--- config.mk ---
export PLATFORM = sky130hd
export DESIGN_NAME = td4_run_ctrl
export DESIGN_NICKNAME = d
export VERILOG_FILES = /design/src/rtl/td4_pkg.sv /design/src/rtl/td4_prescaler.sv /design/src/rtl/td4_run_ctrl.sv
export SDC_FILE = /design/constraint.sdc
export NUM_CORES = 1
export LEC_CHECK = 0
export ABC_CLOCK_PERIOD_IN_PS = 2600
export CAP_MARGIN = 40
export CORE_MARGIN = 5
export CORE_UTILIZATION = 43
export CTS_CLUSTER_DIAMETER = 80
export DETAILED_ROUTE_END_ITERATION = 10
export PLACE_DENSITY = 0.71
export SLEW_MARGIN = 5
export SYNTH_ARGS = -nofsm -noshare
export SYNTH_HDL_FRONTEND = slang
export SYNTH_SLANG_ARGS = --single-unit
--- constraint.sdc ---
create_clock -name CLK -period 2.6 [get_ports CLK]
set_input_delay 0.39 -clock CLK [delete_from_list [all_inputs] [get_ports CLK]]
set_output_delay 0.39 -clock CLK [all_outputs]
set_load 0.03 [all_outputs]
--- src/rtl/td4_pkg.sv ---
// rtl/td4_pkg.sv - shared state encoding and opcode constants for the TD4 run controller
package td4_pkg;

    typedef enum logic [1:0] {
        ST_STOPPED = 2'b00,
        ST_RUN     = 2'b01,
        ST_HALTED  = 2'b10
    } state_t;

    localparam logic [3:0] OP_JMP = 4'b1111;

    // A JMP whose target is its own address never leaves; the program is finished.
    function automatic logic is_selfloop(input logic [7:0] order, input logic [3:0] pc);
        return (order[7:4] == OP_JMP) && (order[3:0] == pc);
    endfunction

endpackage

--- src/rtl/td4_prescaler.sv ---
// rtl/td4_prescaler.sv - free-run pacing counter with divisor clamp and tick output
module td4_prescaler #(
    parameter int DIV_W = 24
) (
    input  logic             clk,
    input  logic             clr,
    input  logic             run,
    input  logic [DIV_W-1:0] div,
    output logic             tick
);

    localparam logic [DIV_W-1:0] ONE = {{(DIV_W-1){1'b0}}, 1'b1};

    logic [DIV_W-1:0] cnt;
    logic [DIV_W-1:0] d;

    // A zero divisor is treated as one so ticks are always at least two cycles apart.
    always_comb begin
        d = (div == '0) ? ONE : div;
    end

    // >= rather than == so a divisor lowered mid-count still ticks promptly.
    assign tick = run && (cnt >= d);

    // Count while running; restart from zero on every tick and whenever idle or cleared.
    always_ff @(posedge clk) begin
        if (clr || !run || tick) begin
            cnt <= '0;
        end else begin
            cnt <= cnt + ONE;
        end
    end

endmodule

--- src/rtl/td4_run_ctrl.sv ---
// rtl/td4_run_ctrl.sv - TD4 execution sequencer (run/step/stop, self-loop halt); optional breakpoint via TD4_BREAKPOINT_EN
module td4_run_ctrl
    import td4_pkg::*;
#(
    parameter int DIV_W = 24,
    parameter int CNT_W = 8
) (
    input  logic             CLK,
    input  logic             CLR,
    input  logic             RUN_REQ,
    input  logic             STEP_REQ,
    input  logic             HALT_REQ,
    input  logic [DIV_W-1:0] DIV,
    input  logic [3:0]       PC,
    input  logic [7:0]       ORDER,
    output logic             EN,
    output logic [1:0]       STATE,
    output logic [CNT_W-1:0] INSN_CNT
`ifdef TD4_BREAKPOINT_EN
    ,
    input  logic [3:0]       BP_ADDR,
    input  logic             BP_VALID,
    output logic             BP_HIT
`endif
);

    state_t           state_q;
    state_t           state_d;
    logic             en_q;
    logic             en_d;
    logic             pre_clr;
    logic             tick;
    logic             selfloop;
    logic             bp_match;
    logic [CNT_W-1:0] insn_cnt_q;

    assign selfloop = is_selfloop(ORDER, PC);

`ifdef TD4_BREAKPOINT_EN
    logic bp_hit_q;

    assign bp_match = BP_VALID && (PC == BP_ADDR);

    // Sticky breakpoint flag: set when a run tick lands on the breakpoint, cleared by an accepted run/step.
    always_ff @(posedge CLK) begin
        if (CLR) begin
            bp_hit_q <= 1'b0;
        end else if (state_q == ST_RUN && !HALT_REQ && tick && bp_match) begin
            bp_hit_q <= 1'b1;
        end else if (state_q == ST_STOPPED && (RUN_REQ || STEP_REQ)) begin
            bp_hit_q <= 1'b0;
        end
    end

    assign BP_HIT = bp_hit_q;
`else
    assign bp_match = 1'b0;
`endif

    td4_prescaler #(
        .DIV_W (DIV_W)
    ) u_prescaler (
        .clk  (CLK),
        .clr  (CLR || pre_clr),
        .run  (state_q == ST_RUN),
        .div  (DIV),
        .tick (tick)
    );

    // Next-state and execute-strobe decision; priority halt > breakpoint > self-loop > execute.
    always_comb begin
        state_d = state_q;
        en_d    = 1'b0;
        pre_clr = 1'b0;
        case (state_q)
            ST_STOPPED: begin
                if (RUN_REQ) begin
                    state_d = ST_RUN;
                    pre_clr = 1'b1;
                end else if (STEP_REQ) begin
                    en_d = 1'b1;
                end
            end
            ST_RUN: begin
                if (HALT_REQ) begin
                    state_d = ST_STOPPED;
                    pre_clr = 1'b1;
                end else if (tick) begin
                    if (bp_match) begin
                        state_d = ST_STOPPED;
                    end else if (selfloop) begin
                        state_d = ST_HALTED;
                    end else begin
                        en_d = 1'b1;
                    end
                end
            end
            ST_HALTED: begin
                state_d = ST_HALTED;
            end
            default: begin
                state_d = ST_STOPPED;
            end
        endcase
    end

    // State and execute-strobe registers.
    always_ff @(posedge CLK) begin
        if (CLR) begin
            state_q <= ST_STOPPED;
            en_q    <= 1'b0;
        end else begin
            state_q <= state_d;
            en_q    <= en_d;
        end
    end

    // Executed-instruction counter, one per EN cycle, wrapping naturally.
    always_ff @(posedge CLK) begin
        if (CLR) begin
            insn_cnt_q <= '0;
        end else begin
            insn_cnt_q <= insn_cnt_q + CNT_W'(en_q);
        end
    end

    assign EN       = en_q;
    assign STATE    = state_q;
    assign INSN_CNT = insn_cnt_q;

endmodule

==> results of run 1 <==
[timing repair]
| item | 4_1_cts | 5_1_grt |
|---|---|---|
| pin swaps | 33 | 18 |
| gates cloned | 3 | 0 |
| gates resized for setup | 90 | 43 |
| endpoints found under the setup margin | 24 | 24 |
| hold endpoints to repair | 0 | 0 |
| setup buffers | 3 | 1 |
[cells in the final DEF, fill, tap and decap left out, types with 5 or more instances in the layout]
master | synthesis | final
nand3_1 | 13 | 12
nand2_1 | 17 | 17
nor2_1 | 34 | 22
inv_1 | 25 | 25
clkdlybuf4s50_1 | 0 | 27
ha_1 | 27 | 27
nor2_4 | 0 | 18
nand4_1 | 12 | 12
a21oi_1 | 7 | 7
clkbuf_8 | 0 | 6
xnor2_1 | 13 | 13
and3_1 | 6 | 6
dfxtp_1 | 35 | 35
xor2_1 | 19 | 19
buf_6 | 2 | 5
buf_2 | 0 | 8
buf_4 | 0 | 20
clkbuf_2 | 0 | 8
[worst reg2reg max path: stages (launching register included)]
cell and delay [ps]:
dfxtp_1 420, ha_1 270, and2_0 180, a221o_1 310
nand2_1 110, nand3_1 130, or4_4 550, buf_6 150
buf_12 140, nor2_4 100
[power groups by stage]
stage / logic [mW] / clock network, mW / registers [mW]
floorplan: 0.0547 / 0 / 0.564
global placement: 0.163 / 0 / 0.558
detailed placement: 0.165 / 0 / 0.558
CTS: 0.181 / 0.403 / 0.546
global route: 0.204 / 0.424 / 0.547
finish: 0.187 / 0.395 / 0.546
[state kept, by name, summed over array words and instances (netlist names)]
| name | cells |
|---|---|
| STATE | 2 |
| u_prescaler.cnt | 24 |
| INSN_CNT | 8 |
| EN | 1 |
[per-layer routing]
layer  track usage  up-vias  wire [µm]
li1              -     1044          -
met4        0.0676        0        106
met1         0.213      951       2510
met5             0        -          0
met3        0.0388       10        272
met2         0.311       49       2780
[path summary, 6_finish.rpt]
| path | from | endpoint | slack [ps] |
|---|---|---|---|
| setup / recovery | DIV[12] | u_prescaler.cnt[12] | -10 |
| hold / removal | INSN_CNT[7] | INSN_CNT[7] | 520 |
| setup reg to reg | u_prescaler.cnt[11] | u_prescaler.cnt[12] | 190 |
| hold reg to reg | INSN_CNT[7] | INSN_CNT[7] | 520 |
[final cells by class]
cell class | instances | area, µm² | share of cell area
Timing Repair Buffer | 77 | 696 | 0.218
Multi-Input combinational cell | 194 | 1540 | 0.480
Tap cell | 67 | 83.8 | 0.0262
Inverter | 25 | 93.8 | 0.0294
Clock inverter | 1 | 5.00 | 0.00157
Clock buffer | 6 | 82.6 | 0.0258
Sequential cell | 35 | 701 | 0.219
[metrics by stage]
stage / power, mW / cells / util / setup slack (ps)
after global placement: 0.721 / 395 / 0.603 / -563
after floorplan: 0.619 / 258 / - / 167
after detailed placement: 0.723 / 395 / 0.603 / -644
after CTS: 1.13 / 405 / 0.651 / 1.61
after global routing: 1.18 / 405 / 0.664 / -160
final: 1.13 / 405 / 0.664 / -9.56
[logic make-up after synthesis]
family	after synthesis	share of synthesized area
simple gates	115	0.271
buf+inv	29	0.0624
xor+xnor	32	0.129
flops	35	0.324
compound gates	20	0.0572
fa+ha+maj	27	0.156
==> results.ini, run 1 <==
[setup_path]
critPathTopFamily=simple AND/OR/NAND/NOR gates
critical_path_depth=13
cp-end-kind=register
start_kind=input pin
crit_path_max_incr_delay_ps=470
cp.arrival_ps=2840
path_buf_inv=3
cp_slowest_cell=or4_4
worstPathRequired_ps=2830
cp_max_fo=6
worstPathCellList=clkbuf_2 -> nor4_4 -> nand4_1 -> o21bai_1 -> ha_1 -> nor2b_1 -> o21ai_1 -> a41oi_2 -> o22ai_2 -> or4_4 -> buf_6 -> buf_12 -> nor2_4
setup.worst_path.class=input pin to register
reg2reg_depth=9

[routing]
drt_iter0_markers=76
via_per_inst=5.07
ant_nets=0
routed_wl_um=5670
vias=2054
drc=0
post_drt_wl_per_cell_um=14.0
drtPass1Iterations=4

[power]
switching_share=0.245
p_switching_mw=0.276
power_density_nw_per_um2=353
p_leak_nw=1.33
pwr-share-clk=0.350
pwr-share-comb=0.166
power_frac_seq=0.484
ir_drop_mv=0.232
p_int_mw=0.851

[flow_run]
drv_cap=0

[timing]
holdWs_ps=518
fin_crit_sh=1.00
maxSlewViolCount=0
period_minus_slack_ps=2610
clock.fmax_mhz=383
slew-limit-headroom=0.669
setup_ws_ps=-9.56
final.setup.tns_ps=-9.56
hold_viol=0
final-setup-viol-count=1
worst_pin_slew_ps=495
fin_skew_ps=4.00
rsz0062_at_grt=true

[synthesis]
yosys_most_used_dff=dfxtp_1
yosys-top-cells-area=dfxtp_1, ha_1, xor2_1
synth.avg_cell_area_um2=8.39
ys.warnings.count=0
netlist_area_um2=2160
ys_ff_latch=35
async_flop_share=0
synth_top_area_share=0.324
yosysMostFrequentCell=dfxtp_1
yosysSeqAreaShare=0.324
syn_inst=258
syn-num-nets=326
synth_top_area_cell=dfxtp_1
ys_types=33
synth-edff-count=0
ys_top_cells_by_count=dfxtp_1, nor2_1, ha_1

[clocking]
cts_max_path_buffers=2
cts-root-buf=clkbuf_8
cts_tree=built
cts.sinks=35
clkTransAtPathRegs_ps=70
cts.htree.levels=2
clk_latency_ps=290
numCtsBuffers=5
cts_hold_buffers=0

[run_status]
outcome=finished with violations
violations=setup timing

[place]
detailed_place_hpwl_um=4150
dpl_cell_area_um2=2900
io_buffers=51
gp_congestion=0.814

[layout]
antennaDiodeCount=0
drive_above_1_share=0.251
area.growth.synth_to_final_pct=47.7
fin_nets=406
num-fill-cells=412
design_area_um2=3200

[die]
dieArea_um2=6550
die_w_um=81.0
ios=52
die_h_um=81.0
initial_core_util=0.449
core_um2=4820
rows=25

[global_routing]
grt_max_degree=11
grt-ovfl-total=0
antenna_found_initial=0
grt_use_total=0.178
grt_pass1_vias=1999
grt_pass1_wl_um=9010

[worst_hold_path]
holdPathStages=2
hp-class=register to register

(Power assumes the default switching activity.)
==> run 2, diff against run 1 <==
--- a/config.mk
+++ b/config.mk
@@ -7,7 +7,7 @@
 export LEC_CHECK = 0
 export ABC_CLOCK_PERIOD_IN_PS = 2600
 export CAP_MARGIN = 40
-export CORE_MARGIN = 5
+export CORE_MARGIN = 2
 export CORE_UTILIZATION = 43
 export CTS_CLUSTER_DIAMETER = 80
 export DETAILED_ROUTE_END_ITERATION = 10
==> results.ini, run 2 (same netlist as run 1, synthesis figures left out) <==
[timing]
fin_skew_ps=4.47  ; +0.470 ps
maxSlewViolCount=0  ; unchanged
clock.fmax_mhz=392  ; +2.3%
final-setup-viol-count=0  ; -1
rsz0062_at_grt=true
worst_pin_slew_ps=468  ; -26.3 ps
fin_crit_sh=0.981  ; -0.0223
hold_viol=0  ; unchanged
holdWs_ps=499  ; -19.0 ps
slew-limit-headroom=0.687  ; +0.0176
period_minus_slack_ps=2550  ; -58.0 ps

[routing]
drtPass1Iterations=4  ; unchanged
ant_nets=0  ; unchanged
drt_iter0_markers=56  ; -26%
via_per_inst=5.08  ; +0.13%
post_drt_wl_per_cell_um=13.6  ; -2.6%
routed_wl_um=5560  ; -1.9%
drc=0  ; unchanged
vias=2072  ; +0.88%

[setup_path]
setup.worst_path.class=input pin to register
worstPathRequired_ps=2840  ; about the same
reg2reg_slack_ps=210  ; +20 ps
cp-end-kind=register
cp.arrival_ps=2790  ; -50 ps
cp_max_fo=6  ; unchanged
r2r-end=u_prescaler.cnt[13]
r2r-start=u_prescaler.cnt[2]
start_kind=input pin
reg2reg_depth=9  ; unchanged

[layout]
top_register=u_prescaler.cnt
drive_above_1_share=0.249  ; -0.00221
largest_reg_flops=24  ; unchanged
antennaDiodeCount=0  ; unchanged
num-fill-cells=396  ; -3.9%
mostFrequentLayoutCells=dfxtp_1, ha_1, clkdlybuf4s50_1
register_area_um2=701  ; unchanged
final_common_cell=dfxtp_1
multi_input_area_um2=1510  ; -1.5%
area.growth.synth_to_final_pct=49.2
fin_nets=408  ; +0.49%

[clocking]
cts-root-buf=clkbuf_8
cts_tree=built
clk_latency_ps=290  ; about the same
cts_max_path_buffers=2  ; unchanged
cts_hold_buffers=0  ; unchanged
clkTransAtPathRegs_ps=70  ; about the same
numCtsBuffers=5  ; unchanged
cts.htree.levels=2  ; unchanged
cts.sinks=35  ; unchanged

[die]
die_w_um=75.0  ; -7.4%
ios=52  ; unchanged
dieArea_um2=5620  ; -14%
rows=25  ; unchanged
initial_core_util=0.452  ; +0.00294
core_um2=4790  ; -0.65%
die_h_um=75.0  ; -7.4%

[power]
p_int_mw=0.955  ; +12%
pwr-share-clk=0.411  ; +0.061
power_frac_seq=0.437  ; -0.047
p_switching_mw=0.291  ; +5.4%
pwr-share-comb=0.151  ; -0.015
power_density_nw_per_um2=386  ; +9.4%
ir_drop_mv=0.281  ; +21%
switching_share=0.234  ; -0.0115
p_leak_nw=1.35  ; +1.5%
power.total_mw=1.25  ; +11%

[global_routing]
grt_use_total=0.216  ; +0.0374
antenna_found_initial=0  ; unchanged
grt-ovfl-total=0  ; unchanged
grt_pass1_wl_um=8970  ; -0.45%
grt_max_degree=12  ; +1
grt_pass1_vias=2013  ; +0.70%

[flow_run]
drv_cap=0  ; unchanged

[worst_hold_path]
hp-start=u_prescaler.cnt[0]
hp-class=register to register
hold-path-endpoint=u_prescaler.cnt[0]
holdPathStages=1  ; -1

[place]
detailed_place_hpwl_um=4010  ; -3.3%
gp_congestion=0.837  ; +2.8%
io_buffers=51  ; unchanged

[run_status]
outcome=finished clean

## run 2: layer usage
layer / wire (µm) / track usage
met3: 339 / 0.0602
met1: 2440 / 0.262
met4: 140 / 0.0873
met2: 2640 / 0.360
met5: 0 / 0
## run 2: critical path, stage by stage
cell and delay [ps]:
clkdlybuf4s15_1 200, nor4_2 270, nand2_1 120, o21bai_1 140, ha_1 260, nor2b_2 140
o21ai_2 80, a41oi_2 220, o22ai_2 120, or4_4 470, buf_6 160, buf_16 140
nor2_4 60
## run 2: repair_timing
action                     4_1_cts  5_1_grt
pin swaps                       18       25
resized for setup               76       44
setup buffers                    3        0
setup endpoints to repair       25       24
gates cloned                     3        0
## run 2: worst max-delay path by stage
stage,from,endpoint,slack (ps),depth (start not counted)
floorplan,DIV[19],u_prescaler.cnt[13],170,12
global placement,DIV[0],u_prescaler.cnt[6],-610,12
detailed placement,DIV[0],u_prescaler.cnt[22],-730,12
CTS,DIV[20],u_prescaler.cnt[13],1,13
global route,DIV[0],u_prescaler.cnt[7],-60,13
finish,DIV[7],u_prescaler.cnt[13],50,13
## run 2: area by class of cell
class                      count  area share
clock inverter                 2      0.0108
sequential                    35       0.217
tap                           67      0.0259
multi-input combinational    194       0.468
inverter                      25      0.0290
clock buffer                   6      0.0256
timing repair buffer          79       0.223
## run 2: per-stage QoR
stage	setup WS, ps	setup TNS [ps]	area [µm²]	cells	util
after floorplan	167	0	2160	258	-
after global placement	-612	-15290	2930	398	0.611
after detailed placement	-731	-18180	2930	398	0.611
after CTS	1.20	0	3150	409	0.659
after global routing	-55.9	-789	3230	408	0.675
final	48.4	0	3230	408	0.675
## run 2: power by group through the flow
stage          Combinational (mW)  Sequential (mW)  Clock [mW]
2_1_floorplan              0.0547            0.564           0
3_3_place_gp                0.165            0.558           0
3_5_place_dp                0.168            0.557           0
4_1_cts                     0.183            0.545       0.524
5_1_grt                     0.205            0.546       0.547
6_report                    0.189            0.545       0.513
==> run 3, diff against run 2 <==
==> constraint.sdc (replaced) <==
create_clock -name CLK -period 2.6 [get_ports CLK]
set_input_delay 0.26 -clock CLK [delete_from_list [all_inputs] [get_ports CLK]]
set_output_delay 0.26 -clock CLK [all_outputs]
set_load 0.03 [all_outputs]
==> results.ini, run 3 (same netlist as run 1, synthesis figures left out) <==
[layout]
antennaDiodeCount=0  ; unchanged
largest_reg_flops=24  ; unchanged
area.growth.synth_to_final_pct=46.8
register_area_um2=701  ; unchanged
fin_nets=411  ; +0.74%
drive_above_1_share=0.215  ; -0.0342
top_register=u_prescaler.cnt
mostFrequentLayoutCells=dfxtp_1, nor2_1, ha_1, clkdlybuf4s50_1, inv_1
num-fill-cells=401  ; +1.3%
final_common_cell=dfxtp_1
fin_util=0.664  ; -0.0112
multi_input_area_um2=1410  ; -7.1%

[timing]
maxSlewViolCount=0  ; unchanged
hold_viol=0  ; unchanged
final.setup.tns_ps=0  ; unchanged
final-setup-viol-count=0  ; unchanged
worst_pin_slew_ps=443  ; -25.0 ps
fin_skew_ps=10.3  ; +5.83 ps
clock.fmax_mhz=407  ; +3.9%
slew-limit-headroom=0.703  ; +0.0167
fin_crit_sh=0.944  ; -0.0372
period_minus_slack_ps=2450  ; -96.7 ps
setup_ws_ps=145  ; +96.7 ps

[routing]
ant_nets=0  ; unchanged
vias=2063  ; -0.43%
routed_wl_um=5360  ; -3.7%
post_drt_wl_per_cell_um=13.0  ; -4.4%
drt_iter0_markers=66  ; +18%
drc=0  ; unchanged
drtPass1Iterations=4  ; unchanged
via_per_inst=5.02  ; -1.2%

[setup_path]
path_buf_inv=3  ; unchanged
cp.arrival_ps=2680  ; -110 ps
cp_slowest_cell=or4_4
critPathTopFamily=simple AND/OR/NAND/NOR gates
worstPathRequired_ps=2830  ; about the same
worstPathCellList=clkdlybuf4s15_1 -> nor4_2 -> nand4_1 -> o21bai_1 -> ha_1 -> nor2b_1 -> o21ai_1 -> a41oi_2 -> o22ai_2 -> or4_4 -> buf_6 -> buf_16 -> nor2_2
cp-end-kind=register
cp_max_fo=6  ; unchanged
start_kind=input pin
crit_path_max_incr_delay_ps=480  ; about the same
setup.worst_path.class=input pin to register

[power]
power_density_nw_per_um2=390  ; +1.0%
pwr-share-clk=0.414  ; +0.003
p_leak_nw=1.38  ; +2.2%
switching_share=0.228  ; -0.00579
p_int_mw=0.956  ; about the same
p_switching_mw=0.282  ; -3.1%
ir_drop_mv=0.276  ; -1.8%
pwr-share-comb=0.146  ; -0.005
power_frac_seq=0.440  ; +0.003

[die]
core_um2=4790  ; unchanged
die_h_um=75.0  ; unchanged
ios=52  ; unchanged
die_w_um=75.0  ; unchanged
initial_core_util=0.452  ; unchanged
rows=25  ; unchanged
dieArea_um2=5620  ; unchanged

[run_status]
outcome=finished clean

[place]
preCtsSetupSlack_ps=-526  ; +206 ps
io_buffers=51  ; unchanged
gp_congestion=0.845  ; +0.98%
detailed_place_hpwl_um=3930  ; -2.0%

[clocking]
cts_hold_buffers=0  ; unchanged
cts-root-buf=clkbuf_8
clk_latency_ps=290  ; about the same
cts_tree=built
cts.htree.levels=2  ; unchanged
cts_max_path_buffers=2  ; unchanged
numCtsBuffers=5  ; unchanged
clkTransAtPathRegs_ps=80  ; about the same
cts.sinks=35  ; unchanged

[global_routing]
grt_pass1_wl_um=8710  ; -2.9%
grt-ovfl-total=0  ; unchanged
grt_pass1_vias=1995  ; -0.89%
grt_max_degree=12  ; unchanged
antenna_found_initial=0  ; unchanged
grt_use_total=0.204  ; -0.0123

[worst_hold_path]
hp-class=register to register

[flow_run]
drv_cap=0  ; unchanged

## run 3: changes by cell type in the layout (fill, tap and decap cells not counted), moves of 3 or more
cell / previous run / this run
dlygate4sd2_1: 3 / 9
nor2_2: 6 / 11
buf_2: 6 / 0
clkdlybuf4s15_1: 6 / 3
nor2_4: 15 / 3
nor2_1: 22 / 29
## run 3: final cells by class
class / count / share of cell area
sequential: 35 / 0.221
multi-input combinational: 194 / 0.442
timing repair buffer: 82 / 0.244
clock buffer: 6 / 0.0260
clock inverter: 2 / 0.0110
tap: 67 / 0.0264
inverter: 25 / 0.0295
## run 3: timing repair
item	in CTS	in global routing
resized for setup	47	25
pin swaps	17	12
gates cloned	3	0
setup buffers	3	1
hold endpoints to repair	0	0
setup endpoints to repair	24	24
## run 3: worst reg2reg max path: stages, from the launching register on
cell and delay (ps):
dfxtp_1 420, ha_1 270, and2_0 180, a221o_1 310, nand2_1 100, nand3_1 120, or4_4 550, buf_6 160
buf_16 140, nor2_2 80
## run 3: metal layers
layer  wire length, µm  vias up  global-route usage  part of all wire
met3               307        9              0.0308             0.057
met4                95        0              0.0734             0.018
met2              2520       54               0.346              0.47
met1              2430      942               0.262              0.45
met5                 0        -                   0                 0
li1                  -     1058                   -                 -
## run 3: metrics by stage
| stage | instance area [µm²] | cells | hold WS, ps | power [mW] |
|---|---|---|---|---|
| 4_1_cts | 3160 | 410 | 496 | 1.24 |
| 2_1_floorplan | 2160 | 258 | 390 | 0.619 |
| 6_report | 3180 | 411 | 495 | 1.24 |
| 3_3_place_gp | 2920 | 397 | 477 | 0.722 |
| 5_1_grt | 3180 | 411 | 509 | 1.28 |
| 3_5_place_dp | 2920 | 397 | 478 | 0.724 |
## run 3: worst paths after layout
path	start	to	slack, ps	depth (start not counted)
max reg2reg	u_prescaler.cnt[11]	u_prescaler.cnt[23]	210	9
min reg2reg	u_prescaler.cnt[0]	u_prescaler.cnt[0]	490	1
max	DIV[0]	u_prescaler.cnt[23]	150	13
min	u_prescaler.cnt[0]	u_prescaler.cnt[0]	490	1
## run 3: power groups by stage
| stage | Combinational (mW) | Clock, mW | Sequential, mW |
|---|---|---|---|
| 2_1_floorplan | 0.0547 | 0 | 0.564 |
| 3_3_place_gp | 0.164 | 0 | 0.558 |
| 3_5_place_dp | 0.167 | 0 | 0.557 |
| 4_1_cts | 0.181 | 0.517 | 0.545 |
| 5_1_grt | 0.197 | 0.538 | 0.546 |
| 6_report | 0.181 | 0.512 | 0.545 |
